File: src/rtl/ahb_bus_arbiter.sv
// ----------------------------------------------------------------------------
// ahb_bus_arbiter
//
// Round-robin AHB bus arbiter with default-master parking. It shares one
// address/data path between NUM_MASTERS requesters, drives the registered
// one-hot grant, and tracks the address-phase and data-phase owner indices
// used by the master-to-slave multiplexers. Ownership never changes in the
// middle of a burst (htrans SEQ/BUSY) or during a wait state (hready low).
//
// Optional feature macro: AHB_ARB_LOCK_EN
//   defined   : hlock is honoured, a locked owner keeps the bus (LOCK state)
//               and hmastlock reports the lock of the address phase.
//   undefined : hlock is ignored, hmastlock is tied to 0, no LOCK state.
//
// Ports
//   hclk          in   bus clock, rising edge
//   hresetn       in   asynchronous active-low reset
//   hbusreq  [N]  in   per-master level-sensitive bus request
//   hlock    [N]  in   per-master lock request
//   htrans   [2]  in   muxed HTRANS of the address-phase owner
//   hready        in   bus HREADY
//   hgrant   [N]  out  registered one-hot grant
//   hmaster  [MW] out  address-phase owner index
//   hmaster_data  out  data-phase owner index
//   hmastlock     out  current address phase is locked
//   dbg_state_o   out  FSM state (0 PARK, 1 OWN, 2 LOCK)
//
// Handshake: a transfer completes on a rising edge where hready = 1. All owner
// registers advance only on such edges; the grant moves only on a completed
// edge whose htrans is IDLE or NONSEQ and the owner is not locked.
// ----------------------------------------------------------------------------
module ahb_bus_arbiter #(
    parameter int NUM_MASTERS = 4,
    localparam int MW = (NUM_MASTERS > 1) ? $clog2(NUM_MASTERS) : 1
) (
    input  logic                   hclk,
    input  logic                   hresetn,
    input  logic [NUM_MASTERS-1:0] hbusreq,
    input  logic [NUM_MASTERS-1:0] hlock,
    input  logic [1:0]             htrans,
    input  logic                   hready,
    output logic [NUM_MASTERS-1:0] hgrant,
    output logic [MW-1:0]          hmaster,
    output logic [MW-1:0]          hmaster_data,
    output logic                   hmastlock,
    output logic [1:0]             dbg_state_o
);

    typedef enum logic [1:0] {
        ST_PARK = 2'd0,
        ST_OWN  = 2'd1
`ifdef AHB_ARB_LOCK_EN
        ,
        ST_LOCK = 2'd2
`endif
    } state_e;

    state_e                 state_q, state_d;
    logic [NUM_MASTERS-1:0] grant_q, grant_d;
    logic [MW-1:0]          hmaster_q;
    logic [MW-1:0]          hmaster_data_q;

    logic [MW-1:0]          cur_idx;
    logic [MW-1:0]          scan_idx;
    logic [MW-1:0]          win_idx;
    logic                   win_found;
    logic                   rearb;

    // Index of the current (one-hot) grant; this is also the round-robin
    // pointer, so the scan below starts just after the present owner.
    always_comb begin
        cur_idx = '0;
        for (int i = 0; i < NUM_MASTERS; i++) begin
            if (grant_q[i]) cur_idx = MW'(i);
        end
    end

    // Scan offsets 1..N so the current owner is visited last: it keeps the
    // bus only when nobody else is asking.
    always_comb begin
        win_found = 1'b0;
        win_idx   = '0;
        scan_idx  = '0;
        for (int k = 1; k <= NUM_MASTERS; k++) begin
            scan_idx = MW'((int'(cur_idx) + k) % NUM_MASTERS);
            if (!win_found && hbusreq[scan_idx]) begin
                win_found = 1'b1;
                win_idx   = scan_idx;
            end
        end
    end

    // htrans[0] is set for both BUSY (01) and SEQ (11): mid-burst.
    always_comb begin
        rearb = hready && !htrans[0];
`ifdef AHB_ARB_LOCK_EN
        if (state_q == ST_LOCK && hlock[cur_idx]) rearb = 1'b0;
`endif
    end

    always_comb begin
        state_d = state_q;
        grant_d = grant_q;
        if (rearb) begin
            if (win_found) begin
                grant_d = NUM_MASTERS'(1) << win_idx;
                state_d = ST_OWN;
`ifdef AHB_ARB_LOCK_EN
                if (hlock[win_idx]) state_d = ST_LOCK;
`endif
            end else begin
                grant_d = NUM_MASTERS'(1);
                state_d = ST_PARK;
            end
        end
    end

    always_ff @(posedge hclk or negedge hresetn) begin
        if (!hresetn) begin
            state_q <= ST_PARK;
            grant_q <= NUM_MASTERS'(1);
        end else begin
            state_q <= state_d;
            grant_q <= grant_d;
        end
    end

    // Address-phase owner follows the grant, data-phase owner follows the
    // address-phase owner; both only on completed transfers.
    always_ff @(posedge hclk or negedge hresetn) begin
        if (!hresetn) begin
            hmaster_q      <= '0;
            hmaster_data_q <= '0;
        end else if (hready) begin
            hmaster_q      <= cur_idx;
            hmaster_data_q <= hmaster_q;
        end
    end

`ifdef AHB_ARB_LOCK_EN
    logic hmastlock_q;

    always_ff @(posedge hclk or negedge hresetn) begin
        if (!hresetn) begin
            hmastlock_q <= 1'b0;
        end else if (hready) begin
            hmastlock_q <= hlock[cur_idx];
        end
    end

    assign hmastlock = hmastlock_q;
`else
    logic unused_hlock;
    assign unused_hlock = ^hlock;
    assign hmastlock    = 1'b0;
`endif

    assign hgrant       = grant_q;
    assign hmaster      = hmaster_q;
    assign hmaster_data = hmaster_data_q;
    assign dbg_state_o  = state_q;

endmodule

File: config.mk
export PLATFORM = sky130hd
export DESIGN_NAME = ahb_bus_arbiter
export DESIGN_NICKNAME = d
export VERILOG_FILES = /design/src/rtl/ahb_bus_arbiter.sv
export SDC_FILE = /design/constraint.sdc
export NUM_CORES = 1
export LEC_CHECK = 0
export CORE_MARGIN = 4
export CORE_UTILIZATION = 42
export DETAILED_ROUTE_END_ITERATION = 16
export DONT_BUFFER_PORTS = 1
export PLACE_DENSITY = 0.61
export SLEW_MARGIN = 20
export SYNTH_ARGS = -nofsm -noshare
export SYNTH_HDL_FRONTEND = slang
export SYNTH_SLANG_ARGS = --single-unit
File: constraint.sdc
create_clock -name hclk -period 4.7 [get_ports hclk]
set_input_delay 0.94 -clock hclk [delete_from_list [all_inputs] [get_ports hclk]]
set_output_delay 0.94 -clock hclk [all_outputs]
set_load 0.02 [all_outputs]
==> impl_metrics.env <==
export IMPL_track_usage_pct=14.2
export IMPL_crit_type="register to register"
export IMPL_timing_fmax_mhz=453
export IMPL_timing_rr_start="hgrant[3]$_DFFE_PN0P_"
export IMPL_ctsResizeCount=0
export IMPL_slew_headroom_pct=57.6
export IMPL_fillCellCount=154
export IMPL_distinct_cell_type_count_of_the_synthesized_netlist=37
export IMPL_clockRootBuffer="sky130_fd_sc_hd__clkbuf_4"
export IMPL_floorplan_io_pins=24
export IMPL_cp_max_fo=16
export IMPL_cts_buffers=3
export IMPL_average_size_of_a_mapped_cell_um2=9.45
export IMPL_path_cells="or2_0 -> o21ai_1 -> o221a_1 -> o32ai_1 -> a22o_1"
export IMPL_tritoncts_num_sinks=9
export IMPL_r2r_end="hgrant[2]$_DFFE_PN0P_"
export IMPL_cts_max_path_buffers=2
export IMPL_rsz0062_at_grt="no"
export IMPL_max_slew_worst_pin_slew_ns=0.636
export IMPL_routed_via_count=566
export IMPL_numPortBuffers=0
export IMPL_insertion_delay_to_the_later_sink_of_the_worst_skew_pair_ns=0.25
export IMPL_ys_warn_count=0
export IMPL_ys_seq_area_share_pct=33.3
export IMPL_cts_clk_slew_worst_paths_ns=0.06
export IMPL_die_y_um=48.3
export IMPL_via_count_of_the_first_global_routing_pass=506
export IMPL_synthesis_area_um2=681
export IMPL_fin_skew_ns=0.000619
export IMPL_netlist_area_leader_share_pct=29.4
export IMPL_detail_route_vias_per_cell=6.58
export IMPL_grt_max_degree=17
export IMPL_cts_tree="yes"
export IMPL_grt_antenna_before_repair=0
export IMPL_drtPass1Iterations=4
export IMPL_num_antenna_cells=0
export IMPL_layout_cell_area_non_filler_um2=689
export IMPL_die_area_um2=2330
export IMPL_floorplan_rows=14
export IMPL_floorplan_die_width_um=48.3
export IMPL_post_route_drc=0
export IMPL_max_cap_violations=0
export IMPL_cp_arrival_ns=2.40
export IMPL_timing_critical_path_to_type="register"
export IMPL_final_nets=84
export IMPL_worst_ir_drop_vdd_mv=0.334
export IMPL_initial_utilization_pct=44.7
export IMPL_setup_reg_to_reg_worst_slack_ns=2.49
export IMPL_gp_congestion=0.764
export IMPL_number_of_cells_traversed_by_the_worst_register_to_register_path=5
export IMPL_wl_per_cell_um=17.5
export IMPL_postCtsHoldBufs=0
export IMPL_total_leakage_power_nw=0.265
export IMPL_core_area_um2=1520
export IMPL_timing_hold_worst_class="primary input to async pin"
export IMPL_final_core_util_pct=45.2
export IMPL_grt_overflow_total=0
export IMPL_timing_critical_path_required_ns=4.89
export IMPL_grt_first_pass_wirelength_um=2270
export IMPL_setup_tns_ns=0
export IMPL_slowest_library_cell_on_the_worst_path="sky130_fd_sc_hd__dfrtp_1"
export IMPL_route_antenna_remaining_nets=0
export IMPL_setup_viol_count_final=0
export IMPL_ys_ff_latch=9
export IMPL_min_period_ns=2.21
export IMPL_dpl_cell_area_um2=663
export IMPL_area_growth_syn_to_layout_pct=1.29
export IMPL_cts_post_setup_buffers_inserted=0
export IMPL_drive_above_1_share_pct=14.3
export IMPL_worst_path_largest_cell_delay_ns=0.73
export IMPL_drt_initial_drc_count=15
export IMPL_kind_of_start_point_of_the_critical_path="register"
export IMPL_ys_top_cells_by_area="sky130_fd_sc_hd__dfrtp_1, sky130_fd_sc_hd__mux2_2, sky130_fd_sc_hd__mux2i_1"
export IMPL_cellPowerDensity_nw_per_um2=639
export IMPL_worst_path_dominant_cell_family="compound AO/OA/AOI/OAI gates"
export IMPL_syn_inst=72
export IMPL_report_final_slew_viol_count=0
export IMPL_detail_route_wirelength_um=1500
export IMPL_period_share_pct=47.0
export IMPL_synthDominantAreaCellType="sky130_fd_sc_hd__dfrtp_1"
export IMPL_h_tree_lvls=1
export IMPL_crit_buf_inv=0
export IMPL_timing_hold_violations_final=0
export IMPL_run_status="finished, final reports clean"
-- worst register-to-register path: stages (launching register included) --
cell                      delay, ns
sky130_fd_sc_hd__dfrtp_1       0.73
sky130_fd_sc_hd__or2_0         0.44
sky130_fd_sc_hd__o21ai_1       0.19
sky130_fd_sc_hd__o221a_1       0.31
sky130_fd_sc_hd__o32ai_1       0.32
sky130_fd_sc_hd__a22o_1        0.18
-- final cells by class --
| class | count | area, um2 | share of cell area, % |
|---|---|---|---|
| multi-input cells | 55 | 409 | 59.3 |
| inverters | 2 | 7.51 | 1.09 |
| flip-flops and latches | 9 | 226 | 32.8 |
| well taps | 16 | 20.0 | 2.90 |
| clock buffers | 4 | 26.3 | 3.81 |
-- flip-flops by register name, summed over array words and instances (netlist names) --
signal	count
hgrant	4
hmaster	2
hmaster_data	2
dbg_state_o	1
-- logic make-up (layout without fill, tap and decap cells) --
family,Yosys count,after routing,synth area share [%]
flops,9,9,33.3
mux,9,9,14.2
buf+inv,9,6,7.17
simple gates,21,21,18.0
other cells,1,2,0.551
compound gates,23,23,26.8
-- cell usage after synthesis, drive strengths merged --
library cell / number
o211ai: 1
a21oi: 3
dfrtp: 8
o21a: 1
o22ai: 1
nand2b: 3
nor2: 3
or2: 1
nand2: 3
inv: 2
and3: 1
a22o: 3
clkbuf: 1
a211oi: 2
a2111oi: 1
a22oi: 1
o32ai: 2
mux2: 5
or3b: 1
o41a: 1
a21o: 1
or3: 1
nor2b: 4
nand3b: 2
o2bb2ai: 1
buf: 6
nand4b: 1
o21ai: 3
mux2i: 4
dfstp: 1
nand3: 1
o221a: 2
conb: 1
-- power by group --
part	switching (mW)	internal, mW
clock network	0.0246	0.0326
registers	0.0949	0.112
logic	0.0843	0.0927
-- through the flow --
| stage | instances | power [mW] | setup WS (ns) | hold WS (ns) |
|---|---|---|---|---|
| after floorplan | 73 | 0.356 | 2.49 | 0.530 |
| after global placement | 82 | 0.381 | 2.52 | 0.558 |
| after detailed placement | 82 | 0.384 | 2.51 | 0.548 |
| after CTS | 86 | 0.444 | 2.50 | 0.366 |
| after global routing | 86 | 0.477 | 2.25 | 0.359 |
| final | 86 | 0.441 | 2.49 | 0.376 |
-- cells in the final DEF (no fill, tap or decap), drive strengths merged, types with 4 or more instances in the layout --
cell,instances
mux2i,4
nor2b,4
clkbuf,4
dfrtp,8
mux2,5
-- routing by layer --
| layer | global-route usage [%] | up-vias | share of wire (%) |
|---|---|---|---|
| li1 | - | 267 | - |
| met1 | 19.2 | 278 | 46 |
| met2 | 20.1 | 19 | 45 |
| met4 | 2.69 | 0 | 0.67 |
| met5 | 0 | - | 0 |
| met3 | 7.38 | 2 | 8.3 |
-- worst max-delay path by stage --
stage / startpoint / to / slack, ns / cells past startpoint
after detailed placement: hgrant[3]$_DFFE_PN0P_ / hgrant[2]$_DFFE_PN0P_ / 2.51 / 5
after global routing: hgrant[3]$_DFFE_PN0P_ / hgrant[3]$_DFFE_PN0P_ / 2.25 / 5
after CTS: hgrant[3]$_DFFE_PN0P_ / hgrant[2]$_DFFE_PN0P_ / 2.50 / 5
after global placement: hgrant[3]$_DFFE_PN0P_ / hgrant[3]$_DFFE_PN0P_ / 2.52 / 5
final: hgrant[3]$_DFFE_PN0P_ / hgrant[2]$_DFFE_PN0P_ / 2.49 / 5
after floorplan: hbusreq[2] / hgrant[1]$_DFFE_PN0P_ / 2.49 / 6
Note: power is estimated with default switching activity, not from simulation.
==> variant 1, RTL diff (same settings) <==
Set the parameter `NUM_MASTERS` to 8 (it was 4).
--- a/src/rtl/ahb_bus_arbiter.sv
+++ b/src/rtl/ahb_bus_arbiter.sv
@@ -30,7 +30,7 @@
 // edge whose htrans is IDLE or NONSEQ and the owner is not locked.
 // ----------------------------------------------------------------------------
 module ahb_bus_arbiter #(
-    parameter int NUM_MASTERS = 4,
+    parameter int NUM_MASTERS = 8,
     localparam int MW = (NUM_MASTERS > 1) ? $clog2(NUM_MASTERS) : 1
 ) (
     input  logic                   hclk,
Interface: changed (5 resized); port bits go from 24 to 38. No check against the original RTL was run, so the function may have changed too.
==> variant 1 against the unedited design <==
- wire length rose to 3.3 times the old value
- setup slack lost 1.8 ns
- final cell count grew to 2.9 times the old value
- count of clock-buffer cells in the layout decreased by 1
- final area rose to 2.8 times the old value
- sequential cell count grew 6
- hold slack better by 0.0068 ns
- core utilization rose by 2.2 points
- area after synthesis rose to 2.7 times the old value
Power is left out: the tool's default activity adds up to more than one toggle a clock period on the data nets, which glitch-free logic cannot reach.
==> variant 1: results (changes against the unedited design) <==
Compound-Gate Fraction of Synth Area 35.5% (+8.7 points); top post-synthesis cells by count 16 x nand3_1, 15 x nand2_1, 14 x dfrtp_1, 13 x o21ai_0, 12 x nor2_1; H-tree lvl count 1 (unchanged); pre-CTS WS 0.782 ns (-1.73 ns); Clock Path Buffers 2 (unchanged); CP max stage delay 0.59 ns (-0.14 ns); Yosys cell types 66 (+78%); setup slack, reg-to-reg 0.72 ns (-1.77 ns); WHS 0.383 ns (+0.00678 ns); largest net degree at the start of global routing 16 (-1); GRT Total Usage 18.9% (+4.7 points); port bufs 0 (unchanged); multiplexer share of the synthesized area 16.8% (+2.7 points); clock network latency to the later pin of the worst-skew pair 0.25 ns (about the same); Crit Path Max Fanout 10 (-6); Via density 6.73 (+2.2%); critical path endpoint hgrant[1]$_DFFE_PN0P_; FILL cells 395 (+160%); Worst R2R End hgrant[1]$_DFFE_PN0P_; starting DRC count in detailed routing 232 (+217); Hold Crit Class in -> async; Post-CTS Setup Bufs 0 (unchanged); vias in the first global route 1,596 (+220%); Final Net Count 223 (+170%); Crit-path slowest cell mux4_2; XOR/XNOR Fraction of Synth Area 0.950% (+0.95 points); max_slew headroom 56.6% (-1.1 points); share of layout cells above drive strength 1 20.6% (+6.3 points); Worst Path Required 4.83 ns (-0.06 ns); R2R cell count 11 (+6); CTS root buffer clkbuf_8; GPL Wtd Cong 0.958 (+25%); non-filler cells, final 249 (+190%); max reg flops 8 (+4); Cell Area, Placed 0.00190 sq mm (+190%); Final Cycle Share 84.6% (+38 points); WL/cell 20.0 um (+15%); Post-Synthesis Cells 198 (+180%); count leader, synth nand3_1; post-cts sizing count 0 (unchanged); status finished, final reports clean; Seq/Total Area, Yosys 20.4% (-13 points); initial antenna violation count 0 (unchanged); synth top area cells dfrtp_1 19%, mux4_1 5.7%, mux4_2 4.9%; CTS clk-pin slew, worst paths 0.06 ns (about the same); async set-or-reset flop fraction in the synthesized netlist 100% (unchanged); first-pass GRT wire length 8050 um (+250%); Crit path max-delay family compound AO/OA/AOI/OAI gates; Final Skew 0.00171 ns (+0.00109 ns); post-synthesis adder-cell area fraction 1.36% (+1.4 points); crit path from hgrant[4]$_DFFE_PN0P_
## variant 1: cell count changes after synthesis, sizes merged, moves of 4 or more
cell    change
nand2      +13
inv         +5
o211ai      +4
o21ai      +10
a21boi      +4
mux4        +8
dfrtp       +6
a32o        +5
a21oi       +6
nor2       +10
and2        +4
nand3      +15
## variant 1: per-layer routing
metal  vias to the layer above  GRT usage (%)  share of wire [%]
li1                        797              -                  -
met1                       798           26.0                 43
met2                        69           30.0                 47
met3                        11           2.57                6.8
met4                         0           7.71                2.8
met5                         -              0                  0
## variant 1: cell type report
class | count | area [sq um] | share of cell area, %
Clock buffer | 3 | 41.3 | 2.12
Clock inverter | 1 | 5.00 | 0.257
Inverter | 8 | 35.0 | 1.80
Multi-Input combinational cell | 167 | 1390 | 71.4
Sequential cell | 15 | 377 | 19.3
Tap cell | 50 | 62.6 | 3.21
Timing Repair Buffer | 5 | 37.5 | 1.92
==> variant 2, RTL diff (same settings) <==
Made on the original files. Register the output `dbg_state_o` once more; this adds one clock of latency there. The other outputs are not delayed to match.
--- a/src/rtl/ahb_bus_arbiter.sv
+++ b/src/rtl/ahb_bus_arbiter.sv
@@ -158,7 +158,9 @@
     assign hgrant       = grant_q;
     assign hmaster      = hmaster_q;
     assign hmaster_data = hmaster_data_q;
-    assign dbg_state_o  = state_q;
+    always_ff @(posedge hclk) begin
+        dbg_state_o <= state_q;
+    end
 
 endmodule
 
Behaviour: not the same (a bounded check fails within 4 cycles, from zero or initial values and one cycle with hresetn low).
==> variant 2 against the unedited design <==
- critical path depth down 5
- hold slack worse by 0.014 ns
- core utilization unchanged
- sequential cell count grew 1
- largest power group unchanged
- power about the same
- sequential power grew 3%
- setup slack gained 0.28 ns
- final area is the same
- largest cell class unchanged
- combinational power shrank 14%
- fmax is 15% higher
- area after synthesis increased by 0.37%
- wire length down 12%
==> variant 2: results (changes against the unedited design) <==
status finished, final reports clean; Pleak 0.275 nW (+3.6%); share of layout cells above drive strength 1 18.9% (+4.6 points); initial antenna violation count 0 (unchanged); CP Data Arrival Time 0.99 ns (-1.41 ns); Seq/Total Area, Yosys 36.1% (+2.8 points); vias in the first global route 497 (-1.8%); FILL cells 166 (+7.8%); synth top area cells dfrtp_1 29%, buf_4 5.5%, nand2_1 5.5%; Final Net Count 88 (+4.8%); max_slew headroom 60.4% (+2.7 points); via count 524 (-7.4%); multiplexer share of the synthesized area 4.76% (-9.4 points); top post-synthesis cells by count 10 x nand2_1, 8 x dfrtp_1, 6 x nand2b_1, 6 x nor2_1; GPL Wtd Cong 0.785 (+2.7%); async set-or-reset flop fraction in the synthesized netlist 90.0% (-10 points); Yosys cell types 34 (-8.1%); H-tree lvl count 1 (unchanged); Crit Path Max Fanout 13 (-3); met3 WL post-DR 92 um (-26%); Post-Route M1 WL 560 um (-19%); Detail Route met2 WL 657 um (-2.1%); crit path from hgrant[3]$_DFFE_PN0P_; largest net degree at the start of global routing 14 (-3); GRT Total Usage 12.5% (-1.6 points); Synth Flop Type dfrtp_1; VDD IR max 350 uV (+4.7%); Compound-Gate Fraction of Synth Area 26.4% (-0.46 points); first-pass GRT wire length 2300 um (+1.2%); DRT Pass-1 Iters 2 (-2); Yosys warning count 0 (unchanged); Hold Crit Class in -> async; Final Skew 0.00257 ns (+0.00195 ns); starting DRC count in detailed routing 9 (-6); clock network latency to the later pin of the worst-skew pair 0.27 ns (+0.02 ns); diode count 0 (unchanged); WL/cell 14.7 um (-16%); post-synthesis adder-cell area fraction 0% (unchanged)
## variant 2: area by class of cell
type	instances	area (sq um)	area share [%]
Tap cell	16	20.0	2.90
Multi-Input combinational cell	60	387	56.1
Sequential cell	10	246	35.8
Clock buffer	4	36.3	5.26
## variant 2: where the power goes
part	switching, W	internal [W]	leakage [nW]	total (W)
clock	0.0000290	0.0000471	0.0210	0.0000761
sequential	0.0000892	0.000123	0.117	0.000212
combinational	0.0000770	0.0000759	0.137	0.000153
total	0.000195	0.000245	0.275	0.000441
## variant 2: per-layer routing
layer	track usage, %	up-vias
li1	-	257
met1	14.4	255
met2	18.7	10
met3	6.13	2
met4	6.91	0
met5	0	-
## variant 2: path summary, 6_finish.rpt
path	end	slack (ns)	cells past startpoint
setup / recovery	hgrant[3]	2.77	0
hold / removal	hmaster[1]$_DFFE_PN0P_	0.36	0
setup reg to reg	hgrant[0]$_DFFE_PN1P_	2.84	6
hold reg to reg	dbg_state_o[0]$_DFF_P_	0.37	0
max in group asynchronous	hgrant[0]$_DFFE_PN1P_	4.17	0
min in group hclk	dbg_state_o[0]$_DFF_P_	0.37	0
## variant 2: kinds of logic after synthesis
group / after synthesis
and+or+nand+nor: 32
AOI/OAI and AO/OA: 23
DFF: 10
buffers and inverters: 7
muxes: 3
other: 1
## variant 2: per-stage QoR
stage	instance area, sq um	cells	setup slack (ns)	total power (W)
6_report	689	90	2.77	0.000441
4_1_cts	689	90	2.76	0.000447
3_3_place_gp	653	86	2.67	0.000364
2_1_floorplan	687	77	2.75	0.000353
3_5_place_dp	653	86	2.67	0.000367
5_1_grt	689	90	2.67	0.000477
